[src/rtl/terminate_pkg.sv]
//------------------------------------------------------------------------------
// Module : terminate_pkg
// Brief  : Opcodes, address modes and bit positions for the terminate stage.
// Rev    : 1.0  initial release
//------------------------------------------------------------------------------
`default_nettype none

package terminate_pkg;

  localparam logic [3:0] OP_TERM_UNCOND = 4'hF;
  localparam logic [3:0] OP_TERM_COND   = 4'hE;
  localparam int         POL_BIT        = 3;

  typedef enum logic [1:0] {
    MODE_REL  = 2'b00,
    MODE_IND  = 2'b01,
    MODE_PAGE = 2'b10,
    MODE_ZP   = 2'b11
  } addr_mode_e;

  // flag_index[3] forces the condition true, otherwise it picks one flag bit.
  function automatic logic cond_select(input logic [3:0] idx, input logic [7:0] flags);
    return idx[3] ? 1'b1 : flags[idx[2:0]];
  endfunction

endpackage

`default_nettype wire

[src/rtl/terminate_addr_gen.sv]
//------------------------------------------------------------------------------
// Module : terminate_addr_gen
// Brief  : Combinational redirect address mux/adder (all arithmetic mod 2^16).
// Rev    : 1.0  initial release
//------------------------------------------------------------------------------
`default_nettype none

module terminate_addr_gen
  import terminate_pkg::*;
(
  input  logic [15:0] reg_base_val,
  input  logic [7:0]  offset,
  input  addr_mode_e  mode,
  output logic [15:0] addr
);

  always_comb begin
    addr = 16'h0000;
    case (mode)
      MODE_REL:  addr = reg_base_val + {{8{offset[7]}}, offset};
      MODE_IND:  addr = reg_base_val;
      MODE_PAGE: addr = {reg_base_val[15:8], offset};
      MODE_ZP:   addr = {8'h00, offset};
      default:   addr = 16'h0000;
    endcase
  end

endmodule

`default_nettype wire

[src/rtl/terminate_pipeline.sv]
//------------------------------------------------------------------------------
// Module : terminate_pipeline
// Brief  : Resolves terminate ops into a registered redirect address and taken
//          strobe. TERMINATE_EXTRA_STAGE_EN adds a second output register stage.
// Rev    : 1.0  initial release
//------------------------------------------------------------------------------
`default_nettype none

module terminate_pipeline
  import terminate_pkg::*;
(
  input  logic        clk,
  input  logic        rst_n,
  input  logic [3:0]  opcode,
  input  logic [15:0] reg_base_val,
  input  logic [3:0]  flag_index,
  input  logic [7:0]  flag_vals,
  input  logic [7:0]  offset,
  input  logic [3:0]  immediate,
  output logic [15:0] result_addr,
  output logic        result_valid
);

  logic [15:0] calc_addr;
  logic        cond;
  logic        taken;
  logic        result_valid_d, result_valid_q;
  logic [15:0] result_addr_d,  result_addr_q;

  // immediate[2] is reserved and intentionally has no effect on the outputs.
  logic unused_imm_rsvd;
  assign unused_imm_rsvd = immediate[2];

  terminate_addr_gen u_addr_gen (
    .reg_base_val (reg_base_val),
    .offset       (offset),
    .mode         (addr_mode_e'(immediate[1:0])),
    .addr         (calc_addr)
  );

  always_comb begin
    cond  = cond_select(flag_index, flag_vals);
    taken = 1'b0;
    if (opcode == OP_TERM_UNCOND) begin
      taken = 1'b1;
    end else if (opcode == OP_TERM_COND) begin
      taken = immediate[POL_BIT] ? ~cond : cond;
    end
    result_valid_d = taken;
    result_addr_d  = taken ? calc_addr : 16'h0000;
  end

  always_ff @(posedge clk or negedge rst_n) begin
    if (!rst_n) begin
      result_valid_q <= 1'b0;
      result_addr_q  <= 16'h0000;
    end else begin
      result_valid_q <= result_valid_d;
      result_addr_q  <= result_addr_d;
    end
  end

`ifdef TERMINATE_EXTRA_STAGE_EN
  logic        stage2_valid_d, stage2_valid_q;
  logic [15:0] stage2_addr_d,  stage2_addr_q;

  always_comb begin
    stage2_valid_d = result_valid_q;
    stage2_addr_d  = result_addr_q;
  end

  always_ff @(posedge clk or negedge rst_n) begin
    if (!rst_n) begin
      stage2_valid_q <= 1'b0;
      stage2_addr_q  <= 16'h0000;
    end else begin
      stage2_valid_q <= stage2_valid_d;
      stage2_addr_q  <= stage2_addr_d;
    end
  end

  assign result_valid = stage2_valid_q;
  assign result_addr  = stage2_addr_q;
`else
  assign result_valid = result_valid_q;
  assign result_addr  = result_addr_q;
`endif

endmodule

`default_nettype wire

[config.mk]
export PLATFORM = sky130hd
export DESIGN_NAME = terminate_pipeline
export DESIGN_NICKNAME = d
export VERILOG_FILES = /design/src/rtl/terminate_pkg.sv /design/src/rtl/terminate_addr_gen.sv /design/src/rtl/terminate_pipeline.sv
export SDC_FILE = /design/constraint.sdc
export NUM_CORES = 1
export LEC_CHECK = 0
export ABC_AREA = 1
export CAP_MARGIN = 20
export CORE_MARGIN = 10
export CORE_UTILIZATION = 50
export DETAILED_ROUTE_END_ITERATION = 10
export PLACE_DENSITY = 0.89
export SETUP_SLACK_MARGIN = 0.5
export SLEW_MARGIN = 20
export SYNTH_ARGS = -nofsm -noshare
export SYNTH_HDL_FRONTEND = slang
export SYNTH_SLANG_ARGS = --single-unit
[constraint.sdc]
create_clock -name clk -period 0.8 [get_ports clk]
set_input_delay 0.16 -clock clk [delete_from_list [all_inputs] [get_ports clk]]
set_output_delay 0.16 -clock clk [all_outputs]
set_load 0.05 [all_outputs]
==> run_results.csv, run 1 <==
group,metric,value,unit
clocking,cts_root_buf,"clkbuf_8",
outcome,status,"did not finish",
yosys,synth_area,0.00189,mm²
yosys,ys.warnings.count,0,
clocking,cts_buffer_depth,2,
outcome,stop_stage,"4_1_cts",
yosys,synthCells,315,
floorplanning,start_util,51.6,%
floorplanning,ioPinCount,63,
outcome,error,"[ERROR DPL-0038] Utilization greater than 100%, impossible to legalize",
clocking,post_cts_resized,173,
floorplanning,die_w,81.5,µm
clocking,post_cts_buffers,13,
yosys,synth_fp_nets,377,
yosys,synth-seq-cells,17,
floorplanning,die_h,81.5,µm
clocking,htreeDepth,1,
yosys,ys_seq_area_share,22.5,%
floorplanning,rows,22,
placed_design,hpwl,6560,µm
clocking,cts.sinks,17,
placed_design,portBuffers,61,
clocking,ctsHoldBuffers,0,
yosys,syn_area_per_cell,6.00,µm²
placed_design,place.gp.congestion,0.878,
clocking,cts_buffers,3,
yosys,synth_cell_types,27,
metrics by stage:
step | setup slack (ns) | TNS, ns | cell area (µm²) | utilization, % | std cells
after floorplan | -0.574 | -6.42 | 2230 | - | 315
after global placement | -1.18 | -18.31 | 3330 | 90.9 | 454
after detailed placement | -1.35 | -19.94 | 3330 | 90.9 | 454
cells by family after synthesis:
logic type	count (synthesis)	synth area share, %
AO/OA/AOI/OAI	19	6.62
XOR/XNOR	1	0.464
adder cells (fa/ha/maj)	16	11.0
buffers and inverters	65	13.9
flip-flops	17	22.5
AND/OR/NAND/NOR	197	45.5
synthesized netlist by cell type:
master    count  area share, %
xor2_1        1           0.46
buf_12        1            1.1
o22ai_1       2           0.66
nor2_1       36            7.2
ha_1         15            9.9
and2_1        1           0.33
nand3_1      30            7.9
a21oi_1       8            2.1
inv_2         2           0.40
or2_2         2           0.66
dfrtp_1      17             23
buf_2         2           0.53
nand3b_1      2           0.79
o21bai_1      2           0.79
o21ai_0       1           0.26
clkinv_1      1           0.20
nand2_4       1           0.60
or2_1         1           0.33
o221ai_1      6            2.8
nand2_1     107             21
nor2_2        7            2.3
nor3_1        2           0.53
fa_1          1            1.1
nand3_2       2            1.1
inv_1        59             12
nor2_4        2            1.2
nand4_1       4            1.3
==> run 2, diff against run 1 <==
- CORE_UTILIZATION: 50 -> 40
- PLACE_DENSITY: 0.89 -> default
- PLACE_DENSITY_LB_ADDON: default -> 0.15
- SETUP_SLACK_MARGIN: 0.5 -> default
==> run 2 against run 1 <==
Against the previous run: the flow now finishes, with violations (setup timing); synthesized area did not move; synthesized cell count unchanged.
==> run_results.csv, run 2 <==
group,metric,value,unit
clocking,cts_tree,"done",
yosys,synth_top_area_share,22.5,%
flow_run,max-cap-violations,0,
setup_path,crit_start,"offset[7]",
cells_and_area,largest_register_ffs,16,
yosys,synth_area,0.00189,mm²
placed_design,post-place-ws,-1.29,ns
clocking,cts_buffer_depth,2,
yosys,synth-seq-cells,17,
yosys,synth_top_family_by_area,"simple AND/OR/NAND/NOR gates",
yosys,synthTopCellsByCount,"107 x nand2_1, 59 x inv_1, 36 x nor2_1, 30 x nand3_1, 17 x dfrtp_1",
floorplanning,core,0.00447,mm²
yosys,synth_async_sr_flop_share,100,%
clocking,cts.sinks,17,
cells_and_area,syn2layout_area_growth,109,%
placed_design,hpwl,5480,µm
timing,slew_viol_final,0,
global_routing,overflow,0,
cells_and_area,final_cell_mix,"53 x nand2_1, 40 x inv_1, 40 x nand2_2, 40 x buf_4",
min_path,hold_path_startpoint,"offset[2]",
global_routing,antenna_found_initial,0,
cells_and_area,mostFrequentLayoutCell,"nand2_1",
global_routing,grt_max_degree,18,
floorplanning,rows,24,
yosys,yosys.area_share.adder,11.0,%
placed_design,portBuffers,61,
setup_path,worst-setup-path-type,"in2reg",
setup_path,critPathArrivalTime,1.67,ns
detailed_routing,avgViaCountPerCell,5.58,
timing,setup_violations,34,
yosys,ys_seq_area_share,22.5,%
timing,finalSetupTns,-10.61,ns
setup_path,crit_fanout,5,
timing,hold_violations,0,
detailed_routing,drt_iter0_markers,214,
yosys,ys.warnings.count,0,
yosys,synth_mux_area_share,0,%
yosys,syn_area_per_cell,6.00,µm²
yosys,yosysTopAreaCell,"dfrtp_1",
min_path,whs_path_depth,3,
setup_path,slowest_delay,0.30,ns
detailed_routing,wl,8990,µm
clocking,htreeDepth,1,
yosys,synth_edf_count,0,
yosys,synthCells,315,
cells_and_area,layout.nets,489,
detailed_routing,dr.pass1.iters,5,
power_and_ir_drop,leakagePower,1.95,nW
clocking,clkTransAtPathRegs,0.07,ns
yosys,synth-xor-area-share,0.464,%
timing,fmax,0.655,GHz
timing,rsz0062_at_grt,"yes",
yosys,synth_fp_nets,377,
floorplanning,die-area,0.00787,mm²
timing,setup_slack,-0.727,ns
placed_design,place.gp.congestion,0.885,
setup_path,cp-end-kind,"register",
clocking,cts_root_buf,"clkbuf_8",
min_path,hold_class,"in2reg",
cells_and_area,drive_gt1_share,60.1,%
detailed_routing,vias,2669,
yosys,synth_compound_area_share,6.62,%
floorplanning,die_w,88.7,µm
power_and_ir_drop,power,3.98,mW
yosys,ys.flop_type,"dfrtp_1",
floorplanning,start_util,42.2,%
floorplanning,ioPinCount,63,
detailed_routing,ant_nets,0,
min_path,whs_endpoint,"result_addr[2]",
setup_path,startpoint_type,"primary input",
timing,whs,0.228,ns
detailed_routing,wl_per_cell,18.8,µm
setup_path,cp_cell_sequence,"buf_8, buf_12, ha_4, nand2_2, inv_2, nand2_2, nor2_1, nand2_1, nand4_1, nand3_2, nand2_2, nor2_4",
detailed_routing,drcViolationCount,0,
outcome,status,"finished with violations",
power_and_ir_drop,peakVddDrop,0.581,mV
yosys,yosys.area_share.simple,45.5,%
global_routing,grt_pass1_wl,12400,µm
power_and_ir_drop,powerDensity,1010,mW/mm²
timing,worst_slew_pin_slew,0.236,ns
outcome,violations,"setup timing",
cells_and_area,antennaDiodeCount,0,
setup_path,critPathRequiredTime,0.94,ns
timing,fin_crit,1.53,ns
setup_path,critPathSlowestCell,"ha_4",
setup_path,timing.critical_path.mode_cell,"nand2_2",
global_routing,grt_pass1_vias,2603,
clocking,cts_buffers,3,
global_routing,grt_usage,19.8,%
yosys,yosysMostFrequentCell,"nand2_1",
yosys,synth_cell_types,27,
yosys,ys_top_cells_by_area,"dfrtp_1 23%, nand2_1 21%, inv_1 12%, ha_1 9.9%, nand3_1 7.9%",
floorplanning,die_h,88.7,µm
timing,fin_crit_sh,191,%
timing,relSlewSlack,84.2,%
## run 2: cell counts after synthesis
Identical to the previous run, type by type.
## run 2: worst max-delay path: cells and delay by family
kind	cells	cell delay, ns
simple gates	8	0.84
fa+ha+maj	1	0.30
buf+inv	3	0.34
## run 2: cell type report
| cell class | instances | area, µm² |
|---|---|---|
| sequential | 17 | 425 |
| clock buffer | 3 | 41.3 |
| inverter | 62 | 255 |
| fill | 195 | 533 |
| timing repair buffer | 108 | 1190 |
| multi-input combinational | 235 | 1960 |
| clock inverter | 1 | 5.00 |
| tap | 52 | 65.1 |
## run 2: repair_timing
| action | in CTS | in global routing |
|---|---|---|
| buffers inserted | 11 | 3 |
| cloned | 3 | 0 |
| endpoints found under the setup margin | 34 | 34 |
| gates resized for setup | 232 | 48 |
| hold buffers | 0 | 0 |
| pin swaps | 94 | 32 |
## run 2: metal layers
layer	wire length [µm]	track usage, %	vias up
met3	808	3.03	37
li1	-	-	1206
met2	4370	35.6	181
met1	3480	23.6	1245
met5	0	0	-
met4	334	5.58	0
## run 2: kinds of logic after synthesis
family | after synthesis
buffers and inverters | 65
AND/OR/NAND/NOR | 197
AO/OA/AOI/OAI | 19
flip-flops | 17
adder cells (fa/ha/maj) | 16
XOR/XNOR | 1
## run 2: worst max path at each step
stage / endpoint / cells after the start
after floorplan: result_addr[8] / 11
after global placement: result_addr[8] / 12
after detailed placement: result_addr[8] / 12
after CTS: result_addr[8] / 12
after global routing: result_addr[15] / 13
final: result_addr[12] / 12
## run 2: through the flow
step / utilization [%] / instances / cell area [µm²]
after CTS: 84.3 / 475 / 3770
final: 88.1 / 478 / 3940
after global placement: 74.1 / 458 / 3310
after detailed placement: 74.1 / 458 / 3310
after floorplan: - / 315 / 2210
after global routing: 88.1 / 478 / 3940
## run 2: power breakdown
group	leakage (nW)	switching [mW]	internal, mW
Sequential	0.234	0.0208	0.884
Clock	0.0255	0.291	0.345
Combinational	1.69	1.34	1.10
(Power assumes the default switching activity.)
==> run 3, diff against run 2 <==
- PLACE_DENSITY: default -> 0.71
- PLACE_DENSITY_LB_ADDON: 0.15 -> default
==> run 3 against run 2 <==
Against the previous run: the flow still finishes with violations (setup timing); via count decreased by 8.9%; global-route usage decreased by 0.56 points; non-clock buffer count decreased by 4; sequential share of layout area increased by 0.51 points; worst setup slack improved by 0.12 ns; wire length decreased by 17%; largest cell class unchanged; largest power group unchanged.
==> run_results.csv, run 3 (synthesized netlist as in run 2, its figures left out) <==
group,metric,value,unit
cells_and_area,antennaDiodeCount,0,
detailed_routing,avgViaCountPerCell,5.13,
placed_design,dp_cells,460,
outcome,status,"finished with violations",
power_and_ir_drop,p_clk_share,17.1,%
detailed_routing,vias,2431,
global_routing,grt_pass1_wl,12200,µm
cells_and_area,syn2layout_area_growth,99.1,%
placed_design,portBuffers,61,
detailed_routing,ant_nets,0,
clocking,clkTransAtPathRegs,0.07,ns
setup_path,startpoint_type,"primary input",
cells_and_area,layout.nets,485,
outcome,violations,"setup timing",
timing,whs,0.236,ns
floorplanning,ioPinCount,63,
timing,worst_slew_pin_slew,0.225,ns
detailed_routing,drcViolationCount,0,
global_routing,antenna_found_initial,0,
setup_path,worst-setup-path-type,"in2reg",
detailed_routing,drt_iter0_markers,131,
detailed_routing,wl_per_cell,15.8,µm
setup_path,cp-end-kind,"register",
timing,fin_crit_sh,176,%
cells_and_area,largest_register_ffs,16,
timing,hold_violations,0,
placed_design,hpwl,5400,µm
clocking,cts_root_buf,"clkbuf_8",
clocking,ctsHoldBuffers,0,
setup_path,crit_fanout,5,
global_routing,grt_usage,19.2,%
timing,fmax,0.710,GHz
detailed_routing,wl,7490,µm
clocking,cts_tree,"done",
placed_design,dpl-instance-area,0.00333,mm²
cells_and_area,n_fill_cell,274,
floorplanning,die_w,88.7,µm
placed_design,post-place-ws,-1.26,ns
power_and_ir_drop,power_switching,1.49,mW
setup_path,critPathArrivalTime,1.55,ns
clocking,cts_buffer_depth,2,
cells_and_area,drive_gt1_share,54.0,%
timing,fin_crit,1.41,ns
global_routing,grt_max_degree,18,
clocking,cts.sinks,17,
flow_run,max-cap-violations,0,
setup_path,critPathRequiredTime,0.94,ns
power_and_ir_drop,peakVddDrop,0.703,mV
floorplanning,die-area,0.00787,mm²
power_and_ir_drop,leakagePower,1.89,nW
cells_and_area,final_cell_mix,"62 x nand2_1, 44 x inv_1, 40 x buf_4",
power_and_ir_drop,switching_share,39.7,%
power_and_ir_drop,powerDensity,997,mW/mm²
floorplanning,core,0.00447,mm²
timing,rsz0062_at_grt,"yes",
timing,setup_slack,-0.609,ns
timing,relSlewSlack,85.0,%
global_routing,overflow,0,
floorplanning,rows,24,
placed_design,place.gp.congestion,0.869,
power_and_ir_drop,seq_power_share,24.1,%
cells_and_area,fin_area,0.00376,mm²
floorplanning,die_h,88.7,µm
timing,slew_viol_final,0,
timing,setup_violations,34,
floorplanning,start_util,42.2,%
min_path,hold_class,"in2async",
cells_and_area,mostFrequentLayoutCell,"nand2_1",
power_and_ir_drop,p_int,2.26,mW
clocking,htreeDepth,1,
detailed_routing,dr.pass1.iters,4,
global_routing,grt_pass1_vias,2574,
power_and_ir_drop,p_comb_share,58.8,%
clocking,cts_buffers,3,
cells_and_area,stdcell_count,474,
cells_and_area,final_util,84.1,%
[run 3: changes by cell type in the layout (fill, tap and decap cells not counted), moves of 5 or more]
cell | before | now
buf_2 | 6 | 11
buf_6 | 17 | 7
nand2_1 | 53 | 62
nand2_2 | 40 | 32
nand3_1 | 7 | 12
nor2_1 | 22 | 27
nor2_2 | 13 | 7
[run 3: repair_timing]
item                                    CTS  global route
resized for setup                       200            41
pin swaps                                72            36
cloned                                    3             0
endpoints found under the setup margin   34            34
endpoints found under the hold margin     0             0
buffers inserted                          7             1
[run 3: power groups by stage]
| stage | logic, mW | clock network [mW] | registers (mW) |
|---|---|---|---|
| floorplan | 0.924 | 0 | 0.996 |
| global placement | 1.79 | 0 | 0.920 |
| detailed placement | 1.83 | 0 | 0.921 |
| CTS | 2.04 | 0.647 | 0.905 |
| global route | 2.40 | 0.701 | 0.906 |
| finish | 2.21 | 0.640 | 0.904 |
[run 3: worst max-delay path, cell delays in order]
cell and delay, ns:
dlygate4sd2_1 0.26, ha_4 0.25, nand2_1 0.13, inv_1 0.08, nand2_1 0.09, nand2_1 0.09
a21oi_4 0.16, nand2_2 0.06, nand2_1 0.08, nand3_1 0.09, nand2_1 0.07, nor2_1 0.03
[run 3: metal layers]
metal / GRT usage, % / vias to the layer above / wire [µm]
met1: 23.9 / 1125 / 3150
met4: 5.58 / 0 / 111
li1: - / 1199 / -
met3: 2.02 / 10 / 505
met5: 0 / - / 0
met2: 34.0 / 97 / 3730
[run 3: worst max-delay path by stage]
| stage | from | slack [ns] | depth (start not counted) | end |
|---|---|---|---|---|
| after detailed placement | offset[0] | -1.26 | 12 | result_addr[8] |
| after global routing | reg_base_val[13] | -0.65 | 11 | result_addr[15] |
| after global placement | offset[0] | -1.19 | 12 | result_addr[8] |
| after floorplan | offset[0] | -0.57 | 11 | result_addr[8] |
| after CTS | reg_base_val[0] | -0.53 | 12 | result_addr[8] |
| final | reg_base_val[13] | -0.61 | 12 | result_addr[15] |
[run 3: final cells by class]
type | instances | area, µm² | area share, %
Tap cell | 52 | 65.1 | 1.73
Inverter | 62 | 255 | 6.78
Clock buffer | 4 | 45.0 | 1.20
Multi-Input combinational cell | 235 | 1870 | 49.7
Timing Repair Buffer | 104 | 1100 | 29.3
Sequential cell | 17 | 425 | 11.3
[run 3: through the flow]
step	power, mW	TNS, ns
final	3.75	-9.76
after global routing	4.01	-11.32
after CTS	3.59	-9.36
after detailed placement	2.75	-19.13
after global placement	2.71	-18.48
after floorplan	1.92	-6.37
